[src/rtl/uart_rx.sv]
// 8N1 UART receiver: oversamples an idle-high serial line, recovers bytes and
// flags frames whose stop bit reads low.
module uart_rx #(
  parameter int OVERSAMPLE = 16
) (
  input  logic       clk_baud,
  input  logic       rst,
  input  logic       en,
  input  logic       rx,
  output logic [7:0] data,
  output logic       valid,
  output logic       frame_err,
  output logic       busy
);

  localparam int CW = (OVERSAMPLE > 2) ? $clog2(OVERSAMPLE) : 1;
  localparam logic [CW-1:0] CNT_HALF = CW'(OVERSAMPLE / 2 - 1);
  localparam logic [CW-1:0] CNT_LAST = CW'(OVERSAMPLE - 1);

  if ((OVERSAMPLE < 4) || ((OVERSAMPLE % 2) != 0)) begin : g_bad_param
    $error("uart_rx: OVERSAMPLE must be even and at least 4");
  end

  typedef enum logic [1:0] {
    IDLE  = 2'd0,
    START = 2'd1,
    DATA  = 2'd2,
    STOP  = 2'd3
  } state_t;

  state_t        state_r;
  logic          rx_meta_r;
  logic          rx_sync_r;
  logic          rx_s;
  logic [CW-1:0] cnt_r;
  logic [2:0]    bit_idx_r;
  logic [7:0]    shift_r;
  logic          armed_r;
  logic [7:0]    data_r;
  logic          valid_r;
  logic          frame_err_r;
  logic          busy_r;

  assign rx_s      = rx_sync_r;
  assign data      = data_r;
  assign valid     = valid_r;
  assign frame_err = frame_err_r;
  assign busy      = busy_r;

  // Two-flop synchronizer for the asynchronous line, idling high.
  always_ff @(posedge clk_baud or negedge rst) begin
    if (!rst) begin
      rx_meta_r <= 1'b1;
      rx_sync_r <= 1'b1;
    end else begin
      rx_meta_r <= rx;
      rx_sync_r <= rx_meta_r;
    end
  end

  // Frame FSM with counters, shift register and registered outputs.
  always_ff @(posedge clk_baud or negedge rst) begin
    if (!rst) begin
      state_r     <= IDLE;
      cnt_r       <= '0;
      bit_idx_r   <= 3'd0;
      shift_r     <= 8'h00;
      armed_r     <= 1'b1;
      data_r      <= 8'h00;
      valid_r     <= 1'b0;
      frame_err_r <= 1'b0;
      busy_r      <= 1'b0;
    end else begin
      valid_r     <= 1'b0;
      frame_err_r <= 1'b0;
      case (state_r)
        IDLE: begin
          // A line held low after a bad stop bit must go high before re-arming.
          if (rx_s) begin
            armed_r <= 1'b1;
          end
          if (en && armed_r && !rx_s) begin
            state_r <= START;
            cnt_r   <= '0;
            busy_r  <= 1'b1;
          end
        end
        START: begin
          if (cnt_r == CNT_HALF) begin
            if (!rx_s) begin
              state_r   <= DATA;
              cnt_r     <= '0;
              bit_idx_r <= 3'd0;
            end else begin
              state_r <= IDLE;
              cnt_r   <= '0;
              busy_r  <= 1'b0;
            end
          end else begin
            cnt_r <= cnt_r + CW'(1);
          end
        end
        DATA: begin
          if (cnt_r == CNT_LAST) begin
            shift_r   <= {rx_s, shift_r[7:1]};
            cnt_r     <= '0;
            bit_idx_r <= bit_idx_r + 3'd1;
            if (bit_idx_r == 3'd7) begin
              state_r <= STOP;
            end
          end else begin
            cnt_r <= cnt_r + CW'(1);
          end
        end
        STOP: begin
          // Leaving at mid-stop-bit leaves room to catch an abutting start bit.
          if (cnt_r == CNT_LAST) begin
            data_r  <= shift_r;
            state_r <= IDLE;
            cnt_r   <= '0;
            busy_r  <= 1'b0;
            if (rx_s) begin
              valid_r <= 1'b1;
            end else begin
              frame_err_r <= 1'b1;
              armed_r     <= 1'b0;
            end
          end else begin
            cnt_r <= cnt_r + CW'(1);
          end
        end
        default: begin
          state_r <= IDLE;
          cnt_r   <= '0;
          busy_r  <= 1'b0;
        end
      endcase
    end
  end

endmodule

[config.mk]
export PLATFORM = sky130hd
export DESIGN_NAME = uart_rx
export DESIGN_NICKNAME = d
export VERILOG_FILES = /design/src/rtl/uart_rx.sv
export SDC_FILE = /design/constraint.sdc
export NUM_CORES = 1
export LEC_CHECK = 0
export CAP_MARGIN = 20
export CORE_ASPECT_RATIO = 1.75
export CORE_UTILIZATION = 45
export DETAILED_ROUTE_END_ITERATION = 8
export GPL_ROUTABILITY_DRIVEN = 0
export GPL_TIMING_DRIVEN = 0
export PLACE_DENSITY = 0.76
export SLEW_MARGIN = 25
export SYNTH_ARGS = -nofsm -noshare
export SYNTH_HDL_FRONTEND = slang
export SYNTH_SLANG_ARGS = --single-unit
[constraint.sdc]
create_clock -name clk_baud -period 1.87 [get_ports clk_baud]
set_clock_uncertainty 0.15 [all_clocks]
set_input_delay 0.187 -clock clk_baud [delete_from_list [all_inputs] [get_ports clk_baud]]
set_output_delay 0.187 -clock clk_baud [all_outputs]
set_load 0.01 [all_outputs]
Word-level counts from Yosys, hierarchy flattened
Cells that the tools add are included.
Storage, ports and cells
  register bits after elaboration: 31
  logic and storage cells: 72
Operators by class
  add/sub/neg operators: 2
  equal/unequal tests: 15
  muxes and demuxes: 30
  reductions and logical operators: 14
Operators with widths (count)
  2-bit != test (second input constant): 9
  1-bit 2-to-1 mux: 13
  2-bit 2-to-1 mux: 6
  4-bit 2-to-1 mux: 3
  4-bit one-hot mux with 3 select lines: 1
  5-bit AND reduction: 2
  3-bit 2-to-1 mux: 3
  2-bit one-hot mux with 4 select lines: 1
  4-bit AND reduction: 2
  3-bit one-hot mux with 2 select lines: 1
  4-bit by 1-bit adder with 4-bit output (second input constant): 1
  2-bit equality test (second input constant): 2
  4-bit by 3-bit equality test with 1-bit output (second input constant): 1
  4-bit equality test (second input constant): 1
  2-bit AND reduction: 2
  2-bit nonzero test: 2
  3-bit by 1-bit adder with 3-bit output (second input constant): 1
  3-bit equality test (second input constant): 1
  1-bit one-hot mux with 3 select lines: 1
  3-bit nonzero test: 1
  2-bit by 1-bit equality test with 1-bit output (second input constant): 1
  1-bit logical AND: 2
  2-bit logical NOT: 1
  1-bit one-hot mux with 2 select lines: 1
  other kinds (2): 2

Longest topological paths before layout
Gate-level depths: netlist of run 1.
  word-level depth: 4
  gate-level depth with buffers: 5
  depth with buffers taken out: 4

Least setup slack after synthesis of run 1
No wires, ideal clock.
  kind: reg2reg
  start point: reg cnt_r[0]
  end point: reg shift_r[0]
  setup time: 0.125 ns
  data arrival time: 1.499 ns
  data required time: 1.595 ns
  slack: 0.097 ns
  stages on the path, launching flop included: 6
  path through: dfrtp_1 > ha_1 > and3_4 > nor3b_4 > buf_6 > mux2_2
On the way
  longest elaborated chain between the ends: 2
RTL lines
  start, declared: line 35  | logic [CW-1:0] cnt_r;
  start signal, assigned: line 100  | cnt_r <= cnt_r + CW'(1);
  start signal, assigned: line 112  | cnt_r <= cnt_r + CW'(1);
  start signal, assigned: line 129  | cnt_r <= cnt_r + CW'(1);
  4-bit equality test: line 104  | if (cnt_r == CNT_LAST) begin
  2-bit AND reduction (no source line)
  end signal, assigned: line 105  | shift_r <= {rx_s, shift_r[7:1]};
  end, declared: line 37  | logic [7:0] shift_r;
Every way passes these cells.
A chain may end at the register's enable or synchronous reset.

Worst setup path after layout of run 1
  start point: reg cnt_r[1]
  end point: reg shift_r[2]
Same word-level chain as after synthesis.

==> impl_metrics.tcl, run 1 <==
set metrics [dict create \
    run_status "completed" \
    critPathSlowestCell "dfrtp_1" \
    area_inside_the_core_boundary_sq_um 2930 \
    timing.final.crit_period_ns 1.81 \
    crit-reg2reg-launch "cnt_r[1]" \
    critical_path.n_buffers_inverters 1 \
    postRouteAntennaNets 0 \
    final.fill_count 236 \
    crit_chain "ha_4 > and3_4 > nor3b_4 > buf_6 > mux2_2" \
    power.density_nw_per_um2 1280 \
    post-route-period-util_pct 96.9 \
    critPathCaptureType "flop" \
    route.detailed.vias_per_inst 5.75 \
    die_area_sq_um 3320 \
    timing.slew.headroom_pct 56.3 \
    final_cell_area_sq_um 1770 \
    synth_fp_nets 110 \
    synth.cells.most_frequent "28 x dfrtp_1, 19 x mux2_2, 4 x nor2_1" \
    area_delta_synth_final_pct 27.2 \
    worst-endpoint-required_ns 1.88 \
    die-height_microns 75.5 \
    vdd.ir_drop.worst_uv 700 \
    cpLargestDelayFamily "simple AND/OR/NAND/NOR gates" \
    placedCellCount 145 \
    worstSetupEndpoint "shift_r[2]" \
    dr_total_vias 932 \
    vias_in_the_first_global_route 919 \
    timing.critical_path.depth 5 \
    power.switching_uw 674 \
    cts.htree.levels 2 \
    share_of_the_synthesized_area_in_the_top_cell_type_pct 50.5 \
    yosys_warnings 0 \
    worst-r2r-setup-slack_ns 0.06 \
    final_net_count 140 \
    timing.rr.end "shift_r[2]" \
    n_antenna_cell 0 \
    unrepaired_setup_endpoints_after_global_routing "true" \
    post-dp-hpwl_microns 1730 \
    critPathLaunch "cnt_r[1]" \
    critical_path.max_stage_delay_ns 0.42 \
    worstRegToRegCells 5 \
    power_frac_clock_pct 30.2 \
    synth-seq-area-share_pct 56.2 \
    fin_worst_hold_slack_ns 0.166 \
    clk-insertion-delay-late_ns 0.28 \
    grt_max_degree 32 \
    wl_per_cell_microns 16.2 \
    path_clk_slew_ns 0.07 \
    start_util_pct 47.4 \
    clk_path_buf_depth 2 \
    setup_tns_final_ns 0 \
    cts-buffers-inserted 5 \
    worst_setup_path_start_kind "flop" \
    crit_arrival_ns 1.82 \
    maxCapViolCount 0 \
    p_seq_share_pct 38.1 \
    placed_area_sq_um 1560 \
    setup-violations-final 0 \
    root_buffer "clkbuf_8" \
    critical_setup_path_kind "flop to flop" \
    p_leak_nw 0.867 \
    synthFlopType "dfrtp_1" \
    comb_power_share_pct 31.7 \
    ys_types 34 \
    synth_top_cells_by_area "dfrtp_1 50%, mux2_2 15%, dfstp_2 5.7%" \
    post_synth_instance_area_sq_um 1390 \
    floorplan.io_pins 15 \
    most_area_hungry_cell_type_in_the_yosys_netlist "dfrtp_1" \
    max_clock_freq_ghz 0.552 \
    grt_pass1_wl_microns 4290 \
    port_buffers 14 \
    clock_sinks 31 \
    synth.most_common_cell "dfrtp_1" \
    mean_area_per_synthesized_cell_sq_um 13.5 \
    detail_route.first_pass.iterations 4 \
    layoutNonFillerInstCount 162 \
    remaining_global_route_overflow 0 \
    cts_tree "built" \
    drive_gt1_share_pct 41.0 \
    crit_path_max_fanout 5 \
    chipWidth_microns 44.0 \
    detail_route.iter0.violations 16 \
    holdCritPathClass "primary input to flop" \
    placementRows 26 \
    detail_route.drc_violations 0 \
    timing.final.max_slew_violations 0 \
    synth-seq-cells 31 \
    global_route.usage.total_pct 18.1 \
    finalHoldViolCount 0 \
    antenna_found_initial 0 \
    switching_share_pct 29.7 \
    routed_wl_microns 2630 \
    async_reset_ff_share_pct 100 \
    worst-slew-pin-transition_ns 0.655 \
    synth_enable_flop_cells 0 \
    internal_power_mw 1.59 \
    synthesized_netlist_cell_count 103 \
]
==> cells by family (layout without fill, tap and decap cells) <==
logic type	after synthesis	count (layout)	share of synthesized area (%)
mux	20	20	16.1
simple gates	20	20	10.4
buf+inv	9	40	4.06
compound gates	18	18	9.29
xor+xnor	2	2	1.26
fa+ha+maj	3	3	2.71
flops	31	31	56.2
==> registers in the layout (all words and copies together), names as in the netlist, named ones only <==
| signal | flops |
|---|---|
| data | 8 |
| shift_r | 8 |
| cnt_r | 4 |
| bit_idx_r | 3 |
| armed_r | 1 |
| busy | 1 |
| frame_err | 1 |
| rx_meta_r | 1 |
| rx_s | 1 |
| state_r | 1 |
| valid | 1 |
==> cell usage in the layout (no fill, tap or decap), types with 2 or more instances in the layout <==
cell type | Yosys | layout
nand2_1 | 2 | 2
buf_2 | 3 | 4
ha_1 | 3 | 2
a21oi_1 | 3 | 3
and3b_1 | 3 | 3
buf_6 | 2 | 3
a22o_1 | 2 | 2
a31oi_1 | 3 | 3
xor2_1 | 2 | 2
o21ai_0 | 3 | 3
dfstp_2 | 3 | 3
inv_1 | 3 | 3
dfrtp_1 | 28 | 28
clkbuf_8 | 0 | 6
mux2_2 | 19 | 18
nor2_1 | 4 | 4
clkdlybuf4s50_1 | 0 | 13
buf_4 | 1 | 8
a22o_2 | 2 | 2
==> power groups by stage <==
stage	registers (mW)	clock network (mW)	logic, mW
global placement	0.861	0	0.580
finish	0.863	0.684	0.719
floorplan	0.852	0	0.466
detailed placement	0.867	0	0.607
global route	0.875	0.718	0.797
CTS	0.866	0.694	0.637
==> repair_timing <==
item / 4_1_cts / 5_1_grt
endpoints found under the setup margin: 7 / 7
resized for setup: 2 / 3
hold endpoints to repair: 28 / 0
gates cloned: 0 / 1
buffers inserted: 0 / 7
pin swaps: 0 / 1
hold buffers: 1 / 0
==> how the worst min path moves through the flow <==
stage | start | endpoint | slack [ns] | cells after the start
6_report | rx | rx_meta_r | 0.17 | 1
5_1_grt | rx | rx_meta_r | 0.16 | 1
4_1_cts | rx | rx_meta_r | 0.16 | 1
3_5_place_dp | rst | busy | 0.11 | 1
3_3_place_gp | rx_meta_r | rx_s | 0.20 | 0
2_1_floorplan | rst | async pin | -0.26 | 0
==> metrics by stage <==
stage          power, mW  util (%)  setup WS (ns)
2_1_floorplan       1.32         -         0.0965
3_3_place_gp        1.44      53.4        -0.0512
3_5_place_dp        1.47      53.2        -0.0718
4_1_cts             2.20      58.0         0.0276
5_1_grt             2.39      60.3        -0.0156
6_report            2.27      60.3         0.0584
==> worst register-to-register path, delay by kind of cell (launching register included) <==
family / cells / cell delay (ns)
adder cells (fa/ha/maj): 1 / 0.18
buffers and inverters: 1 / 0.17
flip-flops: 1 / 0.42
multiplexers: 1 / 0.33
AND/OR/NAND/NOR: 2 / 0.44
==> routing by layer <==
metal  vias to the layer above  track usage, %  share of wire (%)  wire (microns)
met2                        16            32.2                 57            1510
met3                         7            3.55                1.7              45
li1                        426               -                  -               -
met1                       483            20.2                 38            1000
met4                         0            9.09                2.7              71
met5                         -               0                  0               0
==> final cells by class <==
type	instances	area (sq um)	share of cell area [%]
clock inverters	2	35.0	1.98
well taps	28	35.0	1.98
clock buffers	6	82.6	4.68
plain buffers	6	45.0	2.55
flip-flops and latches	31	779	44.2
multi-input cells	63	568	32.2
repair buffers	23	209	11.8
inverters	3	11.3	0.638
Note: power is estimated with default switching activity, not from simulation.
==> run 2: changes to the inputs <==
- CAP_MARGIN: 20 -> 15
==> results of run 2 <==
Same layout as run 1: the final DEF is identical, and so are final timing and power.
==> run 3: changes to the inputs <==
- CELL_PAD_IN_SITES_DETAIL_PLACEMENT: default -> 1
- CELL_PAD_IN_SITES_GLOBAL_PLACEMENT: default -> 2
- CORE_UTILIZATION: 45 -> 34
- PLACE_DENSITY: 0.76 -> 0.81
==> run 3 against run 2 <==
Maximum frequency up 0.53%. Clock power down 27%. Design area down 3.0%. Combinational power down 4.0%. Critical endpoint is now shift_r[1]. Sequential share of layout area up 1.4 points. Global-route usage down 2.0 points. Register-to-register slack about the same. Critical path depth unchanged. Sequential cell count unchanged.
==> impl_metrics.tcl, run 3 (synthesis results as in run 1) <==
set metrics [dict create \
    area_delta_synth_final_pct 23.4 \
    detail_route.first_pass.iterations 3 \
    global_route.usage.total_pct 16.0 \
    path_clk_slew_ns 0.07 \
    floorplan.io_pins 15 \
    cts.htree.levels 2 \
    cts_tree "built" \
    timing.final.crit_period_ns 1.80 \
    remaining_global_route_overflow 0 \
    postRouteAntennaNets 0 \
    antenna_found_initial 0 \
    worst-r2r-setup-slack_ns 0.07 \
    critical_setup_path_kind "flop to flop" \
    final_critical_path_setup_slack_ns 0.0679 \
    drive_gt1_share_pct 38.8 \
    holdCritPathClass "primary input to flop" \
    route.detailed.vias_per_inst 5.12 \
    detail_route.iter0.violations 5 \
    port_buffers 14 \
    maxCapViolCount 0 \
    detail_route.drc_violations 0 \
    setup-violations-final 0 \
    unrepaired_setup_endpoints_after_global_routing "false" \
    dr_total_vias 907 \
    mostFrequentLayoutCells "28 x dfrtp_1, 19 x mux2_2, 13 x clkdlybuf4s50_1" \
    finalHoldViolCount 0 \
    clk-insertion-delay-late_ns 0.28 \
    n_antenna_cell 0 \
    critPathCaptureType "flop" \
    die_area_sq_um 4350 \
    clock_sinks 31 \
    layout_commonest_cell "dfrtp_1" \
    p_leak_nw 0.826 \
    root_buffer "clkbuf_8" \
    grt_pass1_wl_microns 5090 \
    run_status "completed" \
    start_util_pct 35.5 \
    vdd.ir_drop.worst_uv 659 \
    wl_per_cell_microns 16.5 \
    power.density_nw_per_um2 1200 \
    crit_path_max_fanout 8 \
    grt_max_degree 32 \
    area_inside_the_core_boundary_sq_um 3900 \
    die-height_microns 86.5 \
    post-dp-hpwl_microns 2140 \
    final.fill_count 434 \
    crit_arrival_ns 1.81 \
    vias_in_the_first_global_route 1096 \
    clk_path_buf_depth 2 \
    post-place-ws_ns -0.108 \
    timing.final.max_slew_violations 0 \
    routed_wl_microns 2920 \
    timing.slew.headroom_pct 52.8 \
    final_net_count 135 \
    placementRows 30 \
    post-route-period-util_pct 96.4 \
    chipWidth_microns 50.3 \
    cts-buffers-inserted 5 \
    worst-endpoint-required_ns 1.88 \
    max_clock_freq_ghz 0.555 \
    fin_worst_hold_slack_ns 0.168 \
    worst-slew-pin-transition_ns 0.708 \
    worst_setup_path_start_kind "flop" \
]
==> run 3: cell count changes in the layout (fill, tap and decap cells not counted), sizes merged <==
cell    previous run  this run
bufinv             1         0
clkinv             1         3
buf               15        10
clkbuf             6         5
==> run 3: metrics by stage <==
stage / std cells / util (%) / setup TNS (ns) / power, mW / area (sq um)
after floorplan: 103 / - / 0 / 1.32 / 1390
after global placement: 165 / 40.7 / -0.369 / 1.45 / 1590
after detailed placement: 165 / 40.5 / -0.665 / 1.51 / 1580
after CTS: 175 / 43.5 / 0 / 2.07 / 1700
final: 177 / 43.8 / 0 / 2.05 / 1710
after global routing: 177 / 43.8 / 0 / 2.19 / 1710
==> run 3: routing by layer <==
layer	up-vias	part of all wire (%)	track usage (%)
met4	0	3.7	11.1
li1	414	-	-
met2	18	58	28.7
met3	10	3.3	3.86
met1	465	35	15.6
met5	-	0	0
==> run 3: layout make-up <==
cell class,instances,area [sq um],share of cell area [%]
buffer,6,45.0,2.63
inverter,3,11.3,0.658
sequential,31,779,45.5
clock buffer,5,68.8,4.02
clock inverter,3,15.0,0.877
tap,48,60.1,3.51
timing repair buffer,18,168,9.80
multi-input combinational,63,564,33.0
==> run 3: what timing repair did <==
action	CTS	global route
hold endpoints to repair	28	0
gates cloned	0	0
endpoints found under the setup margin	7	7
resized for setup	2	0
hold buffers	1	0
buffers inserted	1	2
==> run 3: worst max-delay path: stages (launching register included) <==
cell and delay, ns:
dfrtp_1 0.39, ha_4 0.19, and3_4 0.21, nor3b_4 0.23, buf_6 0.17, mux2_2 0.34
==> run 3: worst paths after layout <==
kind,from,end,depth (start not counted)
setup / recovery,cnt_r[0],shift_r[1],5
hold / removal,rx,rx_meta_r,1
setup reg to reg,cnt_r[0],shift_r[1],5
hold reg to reg,rx_meta_r,rx_s,0
max in group asynchronous,rst,valid,2
min in group asynchronous,rst,shift_r[0],2
==> run 3: where the power goes <==
part	internal [mW]	switching [mW]	total (mW)	leakage, nW
Clock	0.254	0.247	0.501	0.0477
Combinational	0.347	0.343	0.690	0.372
Sequential	0.777	0.0826	0.860	0.406
Total	1.38	0.673	2.05	0.826
